[src/rtl/alu_seq_div_pkg.sv]
// Shared opcode encodings and FSM state type for the sequential divide ALU.
package alu_pkg;

    localparam logic [1:0] OP_PASS_A = 2'b00;
    localparam logic [1:0] OP_PASS_B = 2'b01;
    localparam logic [1:0] OP_DIV    = 2'b10;
    localparam logic [1:0] OP_MOD    = 2'b11;

    typedef enum logic [1:0] {
        IDLE = 2'b00,
        RUN  = 2'b01,
        DONE = 2'b10
    } state_t;

endpackage

[src/rtl/alu_seq_div_if.sv]
// Operand/opcode request bus and result bus between the source and the ALU.
interface alu_seq_div_if #(
    parameter int WIDTH = 4
);

    // start is taken only while busy is low; the operation is accepted on that
    // edge, and done pulses for one cycle when result/div_by_zero are valid.
    logic             start;
    logic [1:0]       opcode;
    logic [WIDTH-1:0] inputA;
    logic [WIDTH-1:0] inputB;
    logic             busy;
    logic             done;
    logic [WIDTH-1:0] result;
    logic             div_by_zero;

    modport master (
        output start,
        output opcode,
        output inputA,
        output inputB,
        input  busy,
        input  done,
        input  result,
        input  div_by_zero
    );

    modport slave (
        input  start,
        input  opcode,
        input  inputA,
        input  inputB,
        output busy,
        output done,
        output result,
        output div_by_zero
    );

endinterface

[src/rtl/alu_seq_div_div_step.sv]
// One restoring-division step: shift the next dividend bit into the partial
// remainder, subtract the divisor when it fits, and shift the quotient bit in.
module div_step #(
    parameter int WIDTH = 4
) (
    input  logic [WIDTH-1:0] i_rem,
    input  logic [WIDTH-1:0] i_q,
    input  logic [WIDTH-1:0] i_b,
    output logic [WIDTH-1:0] o_rem,
    output logic [WIDTH-1:0] o_q
);

    logic [WIDTH:0] w_shift;
    logic           w_ge;

    always_comb begin
        // Partial remainder stays below B, so one extra bit covers the shift.
        w_shift = {i_rem, i_q[WIDTH-1]};
        w_ge    = (w_shift >= {1'b0, i_b});
        o_rem   = w_ge ? (w_shift[WIDTH-1:0] - i_b) : w_shift[WIDTH-1:0];
        o_q     = {i_q[WIDTH-2:0], w_ge};
    end

endmodule

[src/rtl/alu_seq_div.sv]
// Sequential ALU: pass A, pass B, and quotient/remainder from an iterative
// restoring divider that retires one quotient bit per clock.
module alu_seq_div
    import alu_pkg::*;
#(
    parameter int WIDTH = 4
) (
    input  logic         clk,
    input  logic         rst,
    alu_seq_div_if.slave bus,
    output state_t       o_state
);

    localparam int CW = $clog2(WIDTH + 1);

    state_t           r_state;
    state_t           w_state_nxt;
    logic [1:0]       r_op;
    logic [WIDTH-1:0] r_b;
    logic [WIDTH-1:0] r_rem;
    logic [WIDTH-1:0] r_q;
    logic [CW-1:0]    r_cnt;
    logic [WIDTH-1:0] r_result;
    logic             r_dbz;

    logic             w_accept;
    logic             w_direct;
    logic             w_is_div_op;
    logic             w_b_zero;
    logic [WIDTH-1:0] w_direct_result;
    logic             w_last_step;
    logic [WIDTH-1:0] w_rem_nxt;
    logic [WIDTH-1:0] w_q_nxt;

    div_step #(
        .WIDTH (WIDTH)
    ) u_div_step (
        .i_rem (r_rem),
        .i_q   (r_q),
        .i_b   (r_b),
        .o_rem (w_rem_nxt),
        .o_q   (w_q_nxt)
    );

    always_comb begin
        w_accept    = (r_state == IDLE) && bus.start;
        w_is_div_op = bus.opcode[1];
        w_b_zero    = (bus.inputB == '0);
        // Pass ops and a zero divisor never iterate.
        w_direct    = !w_is_div_op || w_b_zero;
        w_last_step = (r_state == RUN) && (r_cnt == CW'(1));

        w_direct_result = bus.inputA;
        case (bus.opcode)
            OP_PASS_A: w_direct_result = bus.inputA;
            OP_PASS_B: w_direct_result = bus.inputB;
            OP_DIV:    w_direct_result = '1;
            OP_MOD:    w_direct_result = bus.inputA;
            default:   w_direct_result = bus.inputA;
        endcase
    end

    always_ff @(posedge clk) begin
        if (rst) begin
            r_state <= IDLE;
        end else begin
            r_state <= w_state_nxt;
        end
    end

    always_comb begin
        w_state_nxt = r_state;
        case (r_state)
            IDLE: begin
                if (w_accept) begin
                    w_state_nxt = w_direct ? DONE : RUN;
                end
            end
            RUN: begin
                if (w_last_step) begin
                    w_state_nxt = DONE;
                end
            end
            DONE:    w_state_nxt = IDLE;
            default: w_state_nxt = IDLE;
        endcase
    end

    always_ff @(posedge clk) begin
        if (rst) begin
            r_op     <= OP_PASS_A;
            r_b      <= '0;
            r_rem    <= '0;
            r_q      <= '0;
            r_cnt    <= '0;
            r_result <= '0;
            r_dbz    <= 1'b0;
        end else begin
            if (w_accept) begin
                r_op <= bus.opcode;
                r_b  <= bus.inputB;
                if (w_direct) begin
                    r_result <= w_direct_result;
                    r_dbz    <= w_is_div_op && w_b_zero;
                end else begin
                    r_rem <= '0;
                    r_q   <= bus.inputA;
                    r_cnt <= CW'(WIDTH);
                end
            end else if (r_state == RUN) begin
                r_rem <= w_rem_nxt;
                r_q   <= w_q_nxt;
                r_cnt <= r_cnt - CW'(1);
                if (w_last_step) begin
                    r_result <= (r_op == OP_DIV) ? w_q_nxt : w_rem_nxt;
                    r_dbz    <= 1'b0;
                end
            end
        end
    end

    assign bus.busy        = (r_state != IDLE);
    assign bus.done        = (r_state == DONE);
    assign bus.result      = r_result;
    assign bus.div_by_zero = r_dbz;
    assign o_state         = r_state;

endmodule

[src/flat_wrapper.sv]
// flat-port wrapper written by rule: the top's interface ports become plain ports
module alu_seq_div_flat import alu_pkg::*;
#(
    parameter int WIDTH = 4
)
  (clk, rst, o_state, bus_start, bus_opcode, bus_inputA, bus_inputB, bus_busy, bus_done, bus_result, bus_div_by_zero);
  alu_seq_div_if #(.WIDTH(WIDTH)) bus_i ();
  input  logic clk;
  input  logic rst;
  output state_t o_state;
  input wire logic [$bits(bus_i.start)-1:0] bus_start;
  input wire logic [$bits(bus_i.opcode)-1:0] bus_opcode;
  input wire logic [$bits(bus_i.inputA)-1:0] bus_inputA;
  input wire logic [$bits(bus_i.inputB)-1:0] bus_inputB;
  output wire logic [$bits(bus_i.busy)-1:0] bus_busy;
  output wire logic [$bits(bus_i.done)-1:0] bus_done;
  output wire logic [$bits(bus_i.result)-1:0] bus_result;
  output wire logic [$bits(bus_i.div_by_zero)-1:0] bus_div_by_zero;
  assign bus_i.start = bus_start;
  assign bus_i.opcode = bus_opcode;
  assign bus_i.inputA = bus_inputA;
  assign bus_i.inputB = bus_inputB;
  assign bus_busy = bus_i.busy;
  assign bus_done = bus_i.done;
  assign bus_result = bus_i.result;
  assign bus_div_by_zero = bus_i.div_by_zero;
  alu_seq_div #(.WIDTH(WIDTH)) u_core (.clk(clk), .rst(rst), .bus(bus_i), .o_state(o_state));
endmodule
[config.mk]
export PLATFORM = sky130hd
export DESIGN_NAME = alu_seq_div_flat
export DESIGN_NICKNAME = d
export VERILOG_FILES = /design/src/rtl/alu_seq_div_pkg.sv /design/src/rtl/alu_seq_div_if.sv /design/src/rtl/alu_seq_div_div_step.sv /design/src/rtl/alu_seq_div.sv /design/src/flat_wrapper.sv
export SDC_FILE = /design/constraint.sdc
export NUM_CORES = 1
export LEC_CHECK = 0
export ABC_AREA = 1
export ABC_CLOCK_PERIOD_IN_PS = 3800
export CAP_MARGIN = 10
export CORE_UTILIZATION = 35
export CTS_CLUSTER_DIAMETER = 40
export CTS_CLUSTER_SIZE = 24
export DETAILED_ROUTE_END_ITERATION = 8
export GPL_ROUTABILITY_DRIVEN = 1
export PLACE_DENSITY = 0.65
export SLEW_MARGIN = 10
export SYNTH_ARGS = -nofsm -noshare
export SYNTH_HDL_FRONTEND = slang
export SYNTH_HIERARCHICAL = 1
export SYNTH_SLANG_ARGS = --single-unit
[constraint.sdc]
create_clock -name clk -period 3.8 [get_ports clk]
set_input_delay 0.57 -clock clk [delete_from_list [all_inputs] [get_ports clk]]
set_output_delay 0.57 -clock clk [all_outputs]
set_load 0.02 [all_outputs]
After elaboration in Yosys (flattened, before gate mapping). Index checks and enable logic that the tools add are counted.

Register bits after elaboration: 24. Bits of input ports: 13. Logic and storage cells: 61. Output and inout port bits: 9.

Muxes and demuxes: 24. Reduce and logical (&&, ||, !) cells: 15. Add/sub/neg operators: 2. Magnitude comparators: 1. Equality and inequality tests: 11.

Operators with widths (count): 4-bit two-way mux (12); 4-bit one-hot mux with 3 select lines (1); 3-bit two-way mux (3); 2-bit == test (second input constant) (4); 2-bit two-way mux (3); 2-bit nonzero test (3); 5-bit by 4-bit >= comparator with 1-bit output (1); 2-bit by 1-bit == test with 1-bit output (second input constant) (2); 2-bit zero test (2); 4-bit zero test (1); 1-bit two-way mux (4); 2-bit by 1-bit inequality test with 1-bit output (second input constant) (2); 2-bit inequality test (second input constant) (2); 2-bit one-hot mux with 2 select lines (1); 2-bit AND reduction (2); 4-bit subtractor (1); 3-bit by 1-bit == test with 1-bit output (second input constant) (1); 1-bit logical AND (3); 3-bit AND reduction (1); 3-bit by 1-bit subtractor with 3-bit output (second input constant) (1); 2-bit OR reduction (1); 1-bit zero test (1); 1-bit logical OR (1).

Logic depth before layout (Yosys ltp).
Depth in word-level cells: 6. Depth in mapped cells: 15. Depth with buffers taken out: 15.

By module. Netlist, hierarchy kept.

By module, submodules not included: alu_seq_div (area each 1336.3 sq um, instances 1, seq. area each 480.5 sq um, cells an instance 208); div_step (area each 284.0 sq um, instances 1, seq. area each 0.0 sq um, cells an instance 43).

Worst setup path after synthesis. No wires, ideal clock.

Kind: reg-to-reg. From: reg u_core.r_q[3]. To: reg u_core.r_result[2], in the netlist u_core/bus.result[2]. Library setup time: 0.113 ns. Clock period less this slack: 1.597 ns. Setup slack: 2.203 ns. Path buffers: 0. Cell stages (with the launch flop): 13. Data required time: 3.687 ns. Arrival: 1.484 ns. Path through: dfxtp_1 -> inv_1 -> ha_1 -> fa_1 -> xnor2_1 -> nand2_1 -> nand2_1 -> inv_1 -> nand2_1 -> nand3_1 -> nand2_1 -> nor2_1 -> nor2_1.

Word-level cells in the longest chain between the ends: 6. Elaborated cells on any way between the ends: 7. Classes of those cells: add/sub: 1; order compare: 1; mux: 5.

Ends and longest elaborated chain: start: declaration (RTL line alu_seq_div.sv:21) `logic [WIDTH-1:0] r_q;`; start signal: assignment (RTL line alu_seq_div.sv:107) `r_q <= bus.inputA;`; start signal: assignment (RTL line alu_seq_div.sv:112) `r_q <= w_q_nxt;`; 4-bit subtractor / 5-bit by 4-bit >= comparator with 1-bit output (equally long branches) (RTL line alu_seq_div_div_step.sv:20, alu_seq_div_div_step.sv:19); 4-bit two-way mux * (RTL line alu_seq_div_div_step.sv:20) `o_rem = w_ge ? (w_shift[WIDTH-1:0] - i_b) : w_shift[WIDTH-1:0];`; named net u_core.w_rem_nxt[2] (RTL line alu_seq_div.sv:32) `logic [WIDTH-1:0] w_rem_nxt;`; 4-bit two-way mux * (RTL line alu_seq_div.sv:115) `r_result <= (r_op == OP_DIV) ? w_q_nxt : w_rem_nxt;`; 4-bit two-way mux * (RTL line alu_seq_div.sv:114) `if (w_last_step) begin`; 4-bit two-way mux * (RTL line alu_seq_div.sv:110) `end else if (r_state == RUN) begin`; 4-bit two-way mux * (RTL line alu_seq_div.sv:99) `if (w_accept) begin`; end signal: assignment (RTL line alu_seq_div.sv:103) `r_result <= w_direct_result;`; end signal: assignment (RTL line alu_seq_div.sv:115); end: declaration (RTL line alu_seq_div.sv:23) `logic [WIDTH-1:0] r_result;`.

The timed path passes the listed nets; every way through them passes the cells marked *. The select of a mux whose other input is x is not followed. A chain may end at the register's enable or synchronous reset.

Worst setup path after layout.
From: reg u_core.r_state[0], in the netlist u_core/o_state[0]. To: out bus_busy.

Word-level cells in the longest chain between the ends: 1.

Ends and longest elaborated chain: start: declaration (RTL line alu_seq_div.sv:16) `state_t r_state;`; start signal: assignment (RTL line alu_seq_div.sv:67) `r_state <= w_state_nxt;`; 2-bit nonzero test (RTL line alu_seq_div.sv:122) `assign bus.busy = (r_state != IDLE);`; end: declaration (RTL line flat_wrapper.sv:15) `output wire logic [$bits(bus_i.busy)-1:0] bus_busy;`.

No other way between the ends.

==> flow_metrics.env <==
export IMPL_nets=289
export IMPL_power_density_nw_per_um2=462
export IMPL_synth_distinct_cells=27
export IMPL_synthMuxAreaShare=0
export IMPL_fin_skew_ps=8.27
export IMPL_path_clk_slew_ps=80
export IMPL_grt_pass1_vias=1444
export IMPL_worst_slack_ps=1800
export IMPL_hold_viol=0
export IMPL_antenna_cells=0
export IMPL_yosys_top_cells_count="nand2_1 (67), nor2_1 (43), inv_1 (33)"
export IMPL_syn_avg_cell_area_um2=6.46
export IMPL_slowest_delay_ps=600
export IMPL_numCtsBuffers=3
export IMPL_crit_required_ps=3230
export IMPL_cts_resized=0
export IMPL_track_usage=0.150
export IMPL_clockBufferDepth=2
export IMPL_worst_path_dominant_cell_family="buffers and inverters"
export IMPL_min_path_type="register to register"
export IMPL_place_congestion=0.821
export IMPL_ys_warn_count=6
export IMPL_maxCapViolCount=0
export IMPL_setup_viol=0
export IMPL_endpoint_kind="output port"
export IMPL_dp_slack_ps=1670
export IMPL_r2r_setup_slack_ps=1980
export IMPL_ioPinCount=22
export IMPL_synthCells=251
export IMPL_synth_compound_area_frac=0.0664
export IMPL_rr_worst_depth=14
export IMPL_slew_violations=0
export IMPL_routed_wirelength_um=3380
export IMPL_grt_start_max_net_pins=27
export IMPL_ys_async_sr_fraction=0
export IMPL_cts_setup_buffers=0
export IMPL_die_x_um=70.0
export IMPL_fp_row_count=24
export IMPL_die_area_um2=4910
export IMPL_synth_seq_cells=24
export IMPL_synth_area_leader_cell="dfxtp_1"
export IMPL_multi_input_area_um2=920
export IMPL_wire_per_inst_um=10.7
export IMPL_path_buf_inv=2
export IMPL_antenna_found_initial=0
export IMPL_cts_root_buf="clkbuf_8"
export IMPL_drcViolationCount=0
export IMPL_synth_top_family_by_area="simple AND/OR/NAND/NOR gates"
export IMPL_cts_htree_levels=1
export IMPL_firstDrtPassIters=4
export IMPL_synth_area_um2=1620
export IMPL_slowest_stage="clkdlybuf4s50_1"
export IMPL_coreArea_um2=4410
export IMPL_outcome="complete, no violations"
export IMPL_dp_hpwl_um=2590
export IMPL_cts_sink_count=24
export IMPL_synth_xor_area_share=0.00541
export IMPL_worst_path_stages=3
export IMPL_vias_per_cell=4.65
export IMPL_overflow=0
export IMPL_areaGrowthSynthToFinish_pct=15.0
export IMPL_fmax_mhz=501
export IMPL_ir_drop_uv=259
export IMPL_drive_above_1_share=0.0830
export IMPL_ys_flop_type="dfxtp_1"
export IMPL_synth_fa_ha_area_frac=0.0741
export IMPL_min_from="u_core/bus.div_by_zero$_SDFFE_PP0P_"
export IMPL_synth_edf_count=0
export IMPL_cts_tree="yes"
export IMPL_max_slew_worst_pin_slew_ps=536
export IMPL_final_antenna_net_count=0
export IMPL_fin_crit_sh=0.525
export IMPL_critical_path_arrival_ps=1430
export IMPL_synth_top_area_share=0.297
export IMPL_hold_buffers=0
export IMPL_start_util=0.367
export IMPL_leakagePower_uw=0.000932
export IMPL_ff_latch_area_um2=480
export IMPL_period_needed_ps=2000
export IMPL_synth_simple_area_share=0.422
export IMPL_crit_fanout=5
export IMPL_clk_insertion_delay_late_ps=270
export IMPL_io_buffers=21
export IMPL_r2r_end="u_core/bus.result[1]$_SDFFE_PP0P_"
export IMPL_synth_most_common_cell="nand2_1"
export IMPL_final_setup_tns_ps=0
export IMPL_startpoint_type="register"
export IMPL_max_slew_margin=0.640
export IMPL_holdPathEnd="u_core/bus.div_by_zero$_SDFFE_PP0P_"
export IMPL_r2r_start="u_core/r_b[1]$_SDFFE_PP0P_"
export IMPL_crit_type="register to output port"
export IMPL_grt_first_pass_wirelength_um=6160
export IMPL_die_h_um=70.0
export IMPL_nFillCells=499
export IMPL_synth_area_leaders="dfxtp_1 (30%), nand2_1 (16%), nor2_1 (10%), inv_1 (7.6%), ha_1 (6.2%)"
export IMPL_syn_nets=273
export IMPL_drt_iter0_markers=63
export IMPL_holdPathStages=2
export IMPL_vias=1475
export IMPL_path_cells="inv_2 > nand2_1 > clkdlybuf4s50_1"
export IMPL_rsz0062_at_grt="false"
export IMPL_ys_seq_area_frac=0.297
==> worst register-to-register path: stages, from the launching register on <==
cell     delay, ps
dfxtp_1        410
inv_1           70
ha_1           280
nand2_1        110
nor2_4          50
nor2_4         180
nand2_4         80
nand2_1         60
nand2_1         50
inv_1           70
nand2_1         60
nand3_1         80
nand2_1         60
nor2_1         100
nor2_1          60
==> worst max-delay path by stage <==
stage	from	to	slack (ps)
after floorplan	u_core/r_q[3]$_SDFFE_PP0P_	u_core/bus.result[2]$_SDFFE_PP0P_	2200
after global placement	rst	u_core/r_b[2]$_SDFFE_PP0P_	1730
after detailed placement	rst	u_core/r_op[0]$_SDFFE_PP0P_	1670
after CTS	u_core/o_state[0]$_SDFFE_PP0P_	bus_busy	1800
after global routing	u_core/o_state[0]$_SDFFE_PP0P_	bus_busy	1730
final	u_core/o_state[0]$_SDFFE_PP0P_	bus_busy	1800
==> cells by family (layout without fill, tap and decap cells) <==
group	count (synthesis)	count (layout)
fa+ha+maj	9	9
compound gates	20	20
simple gates	148	148
flops	24	24
xor+xnor	1	1
buf+inv	49	63
==> layout by cell type (no fill, tap or decap), drive strengths merged <==
cell type      instances
clkinv                 1
clkbuf                 3
ha                     8
nand2                 73
clkdlybuf4s50         21
nand3                 19
xnor2                  1
nor2                  45
fa                     1
nand3b                 9
dfxtp                 24
o21ai                 10
or2                    2
a21oi                 10
inv                   38
==> cell type report <==
class                      instances  area share
inverter                          39      0.0786
timing repair buffer              21       0.113
tap                               52      0.0349
sequential                        24       0.258
clock buffer                       3      0.0222
multi-input combinational        178       0.494
==> metrics by stage <==
step	area [um^2]	power, uW	util	hold slack [ps]	instances
after global placement	1820	714	0.413	442	314
after CTS	1860	871	0.422	465	317
after detailed placement	1820	717	0.413	453	314
after global routing	1860	939	0.422	493	317
after floorplan	1620	641	-	430	251
final	1860	860	0.422	461	317
==> sequential cells by signal, summed over array words and instances, names as in the netlist <==
name	cells
u_core/r_b	4
u_core/r_cnt	3
u_core/bus.result	4
u_core/bus.div_by_zero	1
u_core/o_state	2
u_core/r_rem	4
u_core/r_op	2
u_core/r_q	4
==> per-layer routing <==
layer | vias to the layer above | share of wire | GRT usage
met1 | 659 | 0.51 | 0.185
li1 | 789 | - | -
met5 | - | 0 | 0
met4 | 0 | 0.012 | 0.0311
met3 | 4 | 0.032 | 0.0346
met2 | 23 | 0.45 | 0.266
==> where the power goes <==
group / internal [uW] / switching, uW / total, uW
clock network: 70.9 / 79.4 / 150
registers: 286 / 20.3 / 307
logic: 160 / 243 / 403
total: 518 / 342 / 860
Power figures use the tool's default switching activity.
